===== config.mk =====
export PLATFORM = sky130hd
export DESIGN_NAME = lfsr_seq_monitor
export DESIGN_NICKNAME = d
export VERILOG_FILES = /design/src/rtl/lfsr_seq_monitor.sv
export SDC_FILE = /design/constraint.sdc
export NUM_CORES = 1
export LEC_CHECK = 0
export CORE_UTILIZATION = 49
export DETAILED_ROUTE_END_ITERATION = 6
export GPL_TIMING_DRIVEN = 0
export PLACE_DENSITY = 0.86
export SETUP_SLACK_MARGIN = 0.02
export SLEW_MARGIN = 25
export SYNTH_ARGS = -nofsm -noshare
export SYNTH_HDL_FRONTEND = slang
export SYNTH_SLANG_ARGS = --single-unit

===== constraint.sdc =====
create_clock -name CLK -period 2.26 [get_ports CLK]
set_input_delay 0.452 -clock CLK [delete_from_list [all_inputs] [get_ports CLK]]
set_output_delay 0.452 -clock CLK [all_outputs]
set_load 0.05 [all_outputs]

===== src/rtl/lfsr_seq_monitor.sv =====
// rtl/lfsr_seq_monitor.sv - Galois LFSR sequence monitor: lock tracking, error count, loop period
// Optional zero-lockup detection is compiled in when LFSR_MON_ZERO_DET_EN is defined.
module lfsr_seq_monitor #(
  parameter int unsigned       WIDTH    = 16,
  parameter logic [WIDTH-1:0]  TAPS     = 16'hB400,
  parameter logic [WIDTH-1:0]  SEED     = 16'hACE1,
  parameter int unsigned       RESYNC_N = 4
) (
  input  logic             CLK,
  input  logic             n_RESET,
  input  logic             sample_en,
  input  logic [WIDTH-1:0] q,
  output logic             locked,
  output logic [15:0]      err_count,
  output logic [16:0]      period,
  output logic             period_vld,
  output logic             zero_lock
);

  typedef enum logic [1:0] {
    ST_SYNC = 2'd0,
    ST_ACQ  = 2'd1,
    ST_LOCK = 2'd2
  } state_e;

  localparam logic [3:0] RESYNC_L = 4'(RESYNC_N);

  state_e           state_q, state_d;
  logic [WIDTH-1:0] pred_q, pred_d;
  logic [3:0]       miss_q, miss_d;
  logic [16:0]      per_q, per_d;
  logic             armed_q, armed_d;
  logic [15:0]      err_q, err_d;
  logic [16:0]      period_q, period_d;
  logic             vld_q, vld_d;
  logic             q_bad;

  function automatic logic [WIDTH-1:0] nxt(input logic [WIDTH-1:0] x);
    return (x >> 1) ^ (x[0] ? TAPS : '0);
  endfunction

`ifdef LFSR_MON_ZERO_DET_EN
  logic zero_q, zero_d;

  // An all-zero sample can never be a legal LFSR state, so it always counts as a miss.
  assign q_bad  = (q != pred_q) || (q == '0);
  assign zero_d = zero_q | (sample_en && (q == '0));

  always_ff @(posedge CLK or negedge n_RESET) begin
    if (!n_RESET) begin
      zero_q <= 1'b0;
    end else begin
      zero_q <= zero_d;
    end
  end

  assign zero_lock = zero_q;
`else
  assign q_bad     = (q != pred_q);
  assign zero_lock = 1'b0;
`endif

  always_comb begin
    state_d  = state_q;
    pred_d   = pred_q;
    miss_d   = miss_q;
    per_d    = per_q;
    armed_d  = armed_q;
    err_d    = err_q;
    period_d = period_q;
    vld_d    = 1'b0;
    if (sample_en) begin
      case (state_q)
        ST_SYNC: begin
          pred_d  = nxt(q);
          state_d = ST_ACQ;
        end
        ST_ACQ: begin
          pred_d = nxt(q);
          if (q == pred_q) begin
            state_d = ST_LOCK;
            miss_d  = 4'd0;
          end
        end
        ST_LOCK: begin
          if (q_bad) begin
            err_d = (err_q == 16'hFFFF) ? err_q : err_q + 16'd1;
            if (miss_q + 4'd1 == RESYNC_L) begin
              state_d = ST_ACQ;
              miss_d  = 4'd0;
              armed_d = 1'b0;
              per_d   = 17'd0;
              pred_d  = nxt(q);
            end else begin
              miss_d = miss_q + 4'd1;
              pred_d = nxt(pred_q);
            end
          end else begin
            // Prediction free-runs in lock so a single bad sample costs exactly one error.
            miss_d = 4'd0;
            pred_d = nxt(pred_q);
            if (q == SEED) begin
              if (armed_q) begin
                period_d = per_q;
                vld_d    = 1'b1;
              end
              per_d   = 17'd1;
              armed_d = 1'b1;
            end else if (armed_q && (per_q != 17'h1FFFF)) begin
              per_d = per_q + 17'd1;
            end
          end
        end
        default: state_d = ST_SYNC;
      endcase
    end
  end

  always_ff @(posedge CLK or negedge n_RESET) begin
    if (!n_RESET) begin
      state_q  <= ST_SYNC;
      pred_q   <= '0;
      miss_q   <= 4'd0;
      per_q    <= 17'd0;
      armed_q  <= 1'b0;
      err_q    <= 16'd0;
      period_q <= 17'd0;
      vld_q    <= 1'b0;
    end else begin
      state_q  <= state_d;
      pred_q   <= pred_d;
      miss_q   <= miss_d;
      per_q    <= per_d;
      armed_q  <= armed_d;
      err_q    <= err_d;
      period_q <= period_d;
      vld_q    <= vld_d;
    end
  end

  assign locked     = (state_q == ST_LOCK);
  assign err_count  = err_q;
  assign period     = period_q;
  assign period_vld = vld_q;

endmodule


---- Word level (Yosys, flattened, before mapping) ----
Cells that the tools add are included.
cells by class
  add/subtract/negate cells ............... 3
  equal/unequal tests ..................... 12
  muxes and demuxes ....................... 25
  bitwise logic cells ..................... 4
  reductions and logical operators ........ 14
operators with widths
  cell                   count
  $mux 17                4
  $mux 16                4
  $eq 16x16->1 const B   2
  $pmux 16 s2            1
  $xor 15x16->16         2
  $add 17x1->17 const B  1
  $ne 17x17->1 const B   1
  $add 16x1->16 const B  1
  $eq 16x16->1           1
  $ne 16x16->1           1
  $reduce_and 4->1       4
  $mux 4                 3
  $mux 1                 8
  $pmux 4 s2             1
  $mux 2                 3
  $ne 2x1->1 const B     3
  $pmux 2 s3             1
  $reduce_bool 2->1      3
  $reduce_and 5->1       1
  $add 4x1->4 const B    1
  $eq 4x3->1 const B     1
  $reduce_and 3->1       1
  $reduce_bool 3->1      1
  $eq 2x1->1 const B     1
  7 further kinds        8
word-level totals
  register bits ........................... 74
  input port bits ......................... 19
  output and inout port bits .............. 36

---- Depth between registers and ports, before layout ----
  depth after elaboration ................. 5
  gate-level depth with buffers ........... 13

---- Worst setup path before layout ----
No wires, ideal clock.
  path kind ............................... register -> register
  from .................................... register state_q[0]
  to ...................................... register period_q[10], in the netlist period[10]
  data arrival time ....................... 2.654 ns
  path slack .............................. -0.518 ns
  stages on the path, launching flop included .. 7
  path buffers ............................ 2
  period minus slack after synthesis ...... 2.778 ns
  path through ............................ dfrtp_1 clkbuf_1 nor2b_1 nand2_1 nor3_2 buf_4 mux2_2
between the ends
  word-level cells in the longest chain between the ends .. 2
ends and longest elaborated chain
  item                               line  source
  from (decl)                        28    state_e state_q, state_d;
  from (signal assigned)             130   state_q <= state_d;
  $eq 2x2->1                         --
  named net locked                   13    output logic locked,
  $reduce_and 5->1 (no source line)  --
  to (signal assigned)               136   period_q <= period_d;
  to (decl)                          34    logic [16:0] period_q, period_d;
The timed path passes the listed nets, and every way through them passes these cells.
A chain may end at the register's enable or synchronous reset.

---- Worst setup path after layout ----
  from .................................... register per_q[8]
  to ...................................... register per_q[10]
between the ends
  word-level cells in the longest chain between the ends .. 4
  elaborated cells on any way between the ends .. 8
ends and longest elaborated chain
  item                                           line      source
  from (decl)                                    31        logic [16:0] per_q, per_d;
  from (signal assigned)                         133       per_q <= per_d;
  $add 17x1->17 or $ne 17x17->1 (tied branches)  110, 109
  $mux 17 or $logic_and 1x1->1 (tied branches)   109       end else if (armed_q && (per_q != 17'h1FFFF)) begin
  $mux 17 or $reduce_bool 3->1 (tied branches)   --
  $mux 17 or $reduce_and 4->1 (tied branches)    --
Several ways; a longest one is shown, not always the timed one. The select of a mux whose other input is x is not followed.

==> reports/metrics.csv <==
metric,value,unit
outcome,finished with violations,
failed_checks,setup timing,
initial_utilization,50.7,%
core-area,7730,sq um
worst_setup_path_start_kind,register,
drc,0,
layout.filler_cells,526,
synth_fp_nets,414,
die_w,91.4,microns
layout.core_utilization,69.9,%
rsz_0062_raised_after_global_routing,true,
io_buffer_count,51,
clock.fmax,0.399,GHz
timing.final.max_slew_violations,0,
clock_sinks,74,
detail_route.wirelength,10700,microns
grt_util_all_layers,25.5,%
powerDensity,469,nW/um^2
worstSkewPairLatency,360,ps
yosys.area.top_type_share,47.3,%
clock_buffer_depth,2,
grt_max_degree,51,
synth_edf_count,0,
cts_htree_levels,3,
drtIter0Drc,253,
synth-warning-count,0,
path_clk_slew,80,ps
area_delta_synth_final,38.0,%
synth.ff_latch_count,74,
timing.slew.headroom,58.3,%
holdCritPathClass,in2reg,
synth_ff_type,dfrtp_1,
crit_path_max_incr_delay,490,ps
number_of_global_route_vias_before_repair,3436,
postLayoutSetupSlackWorst,-244,ps
finalClockSkew,12.0,ps
ir_drop,0.000313,V
iteration_count_of_the_initial_detailed_routing_pass,4,
drive_above_1_share,29.4,%
global_route_wire_length_before_repair,16800,microns
place.detailed.instances,544,
asyncSetResetFlopFracSynth,100,%
crit_slowest_cell,or4_4,
crit_fanout,4,
yosysUniqueCellTypes,51,
critical_path.cell_chain,and3_4 > nand4_1 > nor2_4 > and3_4 > ha_4 > inv_2 > a21oi_4 > mux2_4 > buf_6 > or4_4 > a21oi_2,
synthCells,390,
worstPathBufferInverterCount,2,
finalSetupViolations,22,
post_synth_instance_area,3920,sq um
via_count,3492,
crit_path_frequent_cell,and3_4,
drv.max_cap_violation_count,0,
hpwlAfterDp,6020,microns
criticalPathCategory,reg2reg,
period_needed,2500,ps
layout.cells.most_common,dfrtp_1,
layoutNonFillerInstCount,595,
syn-mean-instance-area,10.0,sq um
gp_congestion,0.878,
max_slew.worst_pin.slew,626,ps
worst-endpoint-arrival,2790,ps
critical_path.endpoint_type,register,
row_count,32,
num_antenna_cells,0,
yosysTopAreaCell,dfrtp_1,
cts_buffers,9,
most-common-layout-cells,"dfrtp_1, nand3_1, buf_4, nand2_1, clkdlybuf4s50_1",
pin_count,55,
globalRoute.totalOverflow,0,
finalCritPeriodShare,111,%
leakage,2.37,nW
critical_path_required,2550,ps
portion_of_the_post_synthesis_area_used_by_sequential_elements,47.3,%
postRouteAntennaNets,0,
report.power.total,2.53,mW
die_height,91.4,microns
die_area,8350,sq um
routedWlPerCell,18.0,microns
cts_tree,built,
crit_family,simple AND/OR/NAND/NOR gates,
synth_top_cells_by_area,"dfrtp_1, nand3_1, mux2_2, xnor2_1, xor2_1",
detail_route.vias_per_cell,5.87,
root_buffer,clkbuf_8,
finish.net_count,512,
antenna_found_initial,0,
finalHoldViolCount,0,
hold_ws,445,ps
-- power by group --
group	internal (mW)	leakage [nW]	switching, mW	total [mW]
registers	1.35	0.994	0.0283	1.38
clock network	0.457	0.0924	0.498	0.955
logic	0.0843	1.28	0.113	0.197
-- logic make-up after synthesis --
group	count (synthesis)	share of synthesized area, %
mux	21	6.10
compound gates	58	9.84
simple gates	162	22.8
flops	74	47.3
buf+inv	30	3.55
fa+ha+maj	5	1.60
xor+xnor	39	8.72
other cells	1	0.0958
-- final timing paths --
check | to | depth (start not counted) | slack [ps] | startpoint
max in group asynchronous | pred_q[0] | 3 | 1150 | n_RESET
worst max register to register | per_q[10] | 11 | -240 | per_q[8]
min in group asynchronous | period[10] | 2 | 540 | n_RESET
worst min-delay path | pred_q[15] | 3 | 440 | q[0]
worst min register to register | err_count[10] | 1 | 490 | err_count[10]
worst max-delay path | per_q[10] | 11 | -240 | per_q[8]
-- worst register-to-register path, stage by stage, from the launching register on --
cell and delay (ps):
dfrtp_1 420, and3_4 200, nand4_1 190, nor2_4 70
and3_4 190, ha_4 160, inv_2 60, a21oi_4 50
mux2_4 310, buf_6 140, or4_4 490, a21oi_2 160
-- cells in the mapped netlist, types with 2 or more instances --
master,number
mux2_2,19
clkbuf_1,14
xnor2_1,20
or4_1,5
and3_1,8
buf_2,5
or3_1,8
o21ai_0,13
and4_1,6
and2_1,6
nor2_1,7
nor4bb_1,3
dfrtp_1,74
nand2b_1,4
ha_1,5
nor4_1,5
o31ai_1,8
a21o_1,2
or2_2,2
a22o_1,6
nand4_1,10
a21oi_1,17
nand2_1,37
a21boi_0,2
buf_4,3
xor2_1,19
inv_1,6
a211o_1,2
nor3_1,2
nand3_1,51
-- per-layer routing --
| layer | global-route usage [%] | share of wire (%) | vias up |
|---|---|---|---|
| met2 | 41.2 | 51 | 121 |
| met5 | 0 | 0 | - |
| met3 | 5.19 | 4.9 | 41 |
| met1 | 33.1 | 41 | 1735 |
| met4 | 11.1 | 3.7 | 0 |
| li1 | - | - | 1595 |
-- area by class of cell --
type	count	area [sq um]	area share, %
Inverter	6	22.5	0.417
Buffer	21	151	2.80
Clock buffer	12	155	2.87
Clock inverter	4	26.3	0.486
Tap cell	102	128	2.36
Multi-Input combinational cell	286	2230	41.3
Timing Repair Buffer	90	831	15.4
Sequential cell	74	1860	34.4
-- per-stage QoR --
stage,setup TNS [ps],instance area [sq um],setup WS [ps]
5_1_grt,-5800,5400,-362
2_1_floorplan,0,3930,28.1
3_5_place_dp,-44690,4600,-936
4_1_cts,-751,5160,-149
6_report,-2960,5400,-244
3_3_place_gp,-169180,4570,-1710
-- what timing repair did --
action	in CTS	in global routing
hold buffers	1	0
buffers inserted	27	8
endpoints found under the setup margin	66	57
hold endpoints to repair	24	0
cloned	3	0
gates resized for setup	68	57
pin swaps	35	17
-- state kept, by name, summed over array words and instances, names as in the netlist --
register / cells
err_count: 16
pred_q: 16
state_q: 2
period: 17
period_vld: 1
miss_q: 4
armed_q: 1
per_q: 17
Note: power is estimated with default switching activity, not from simulation.
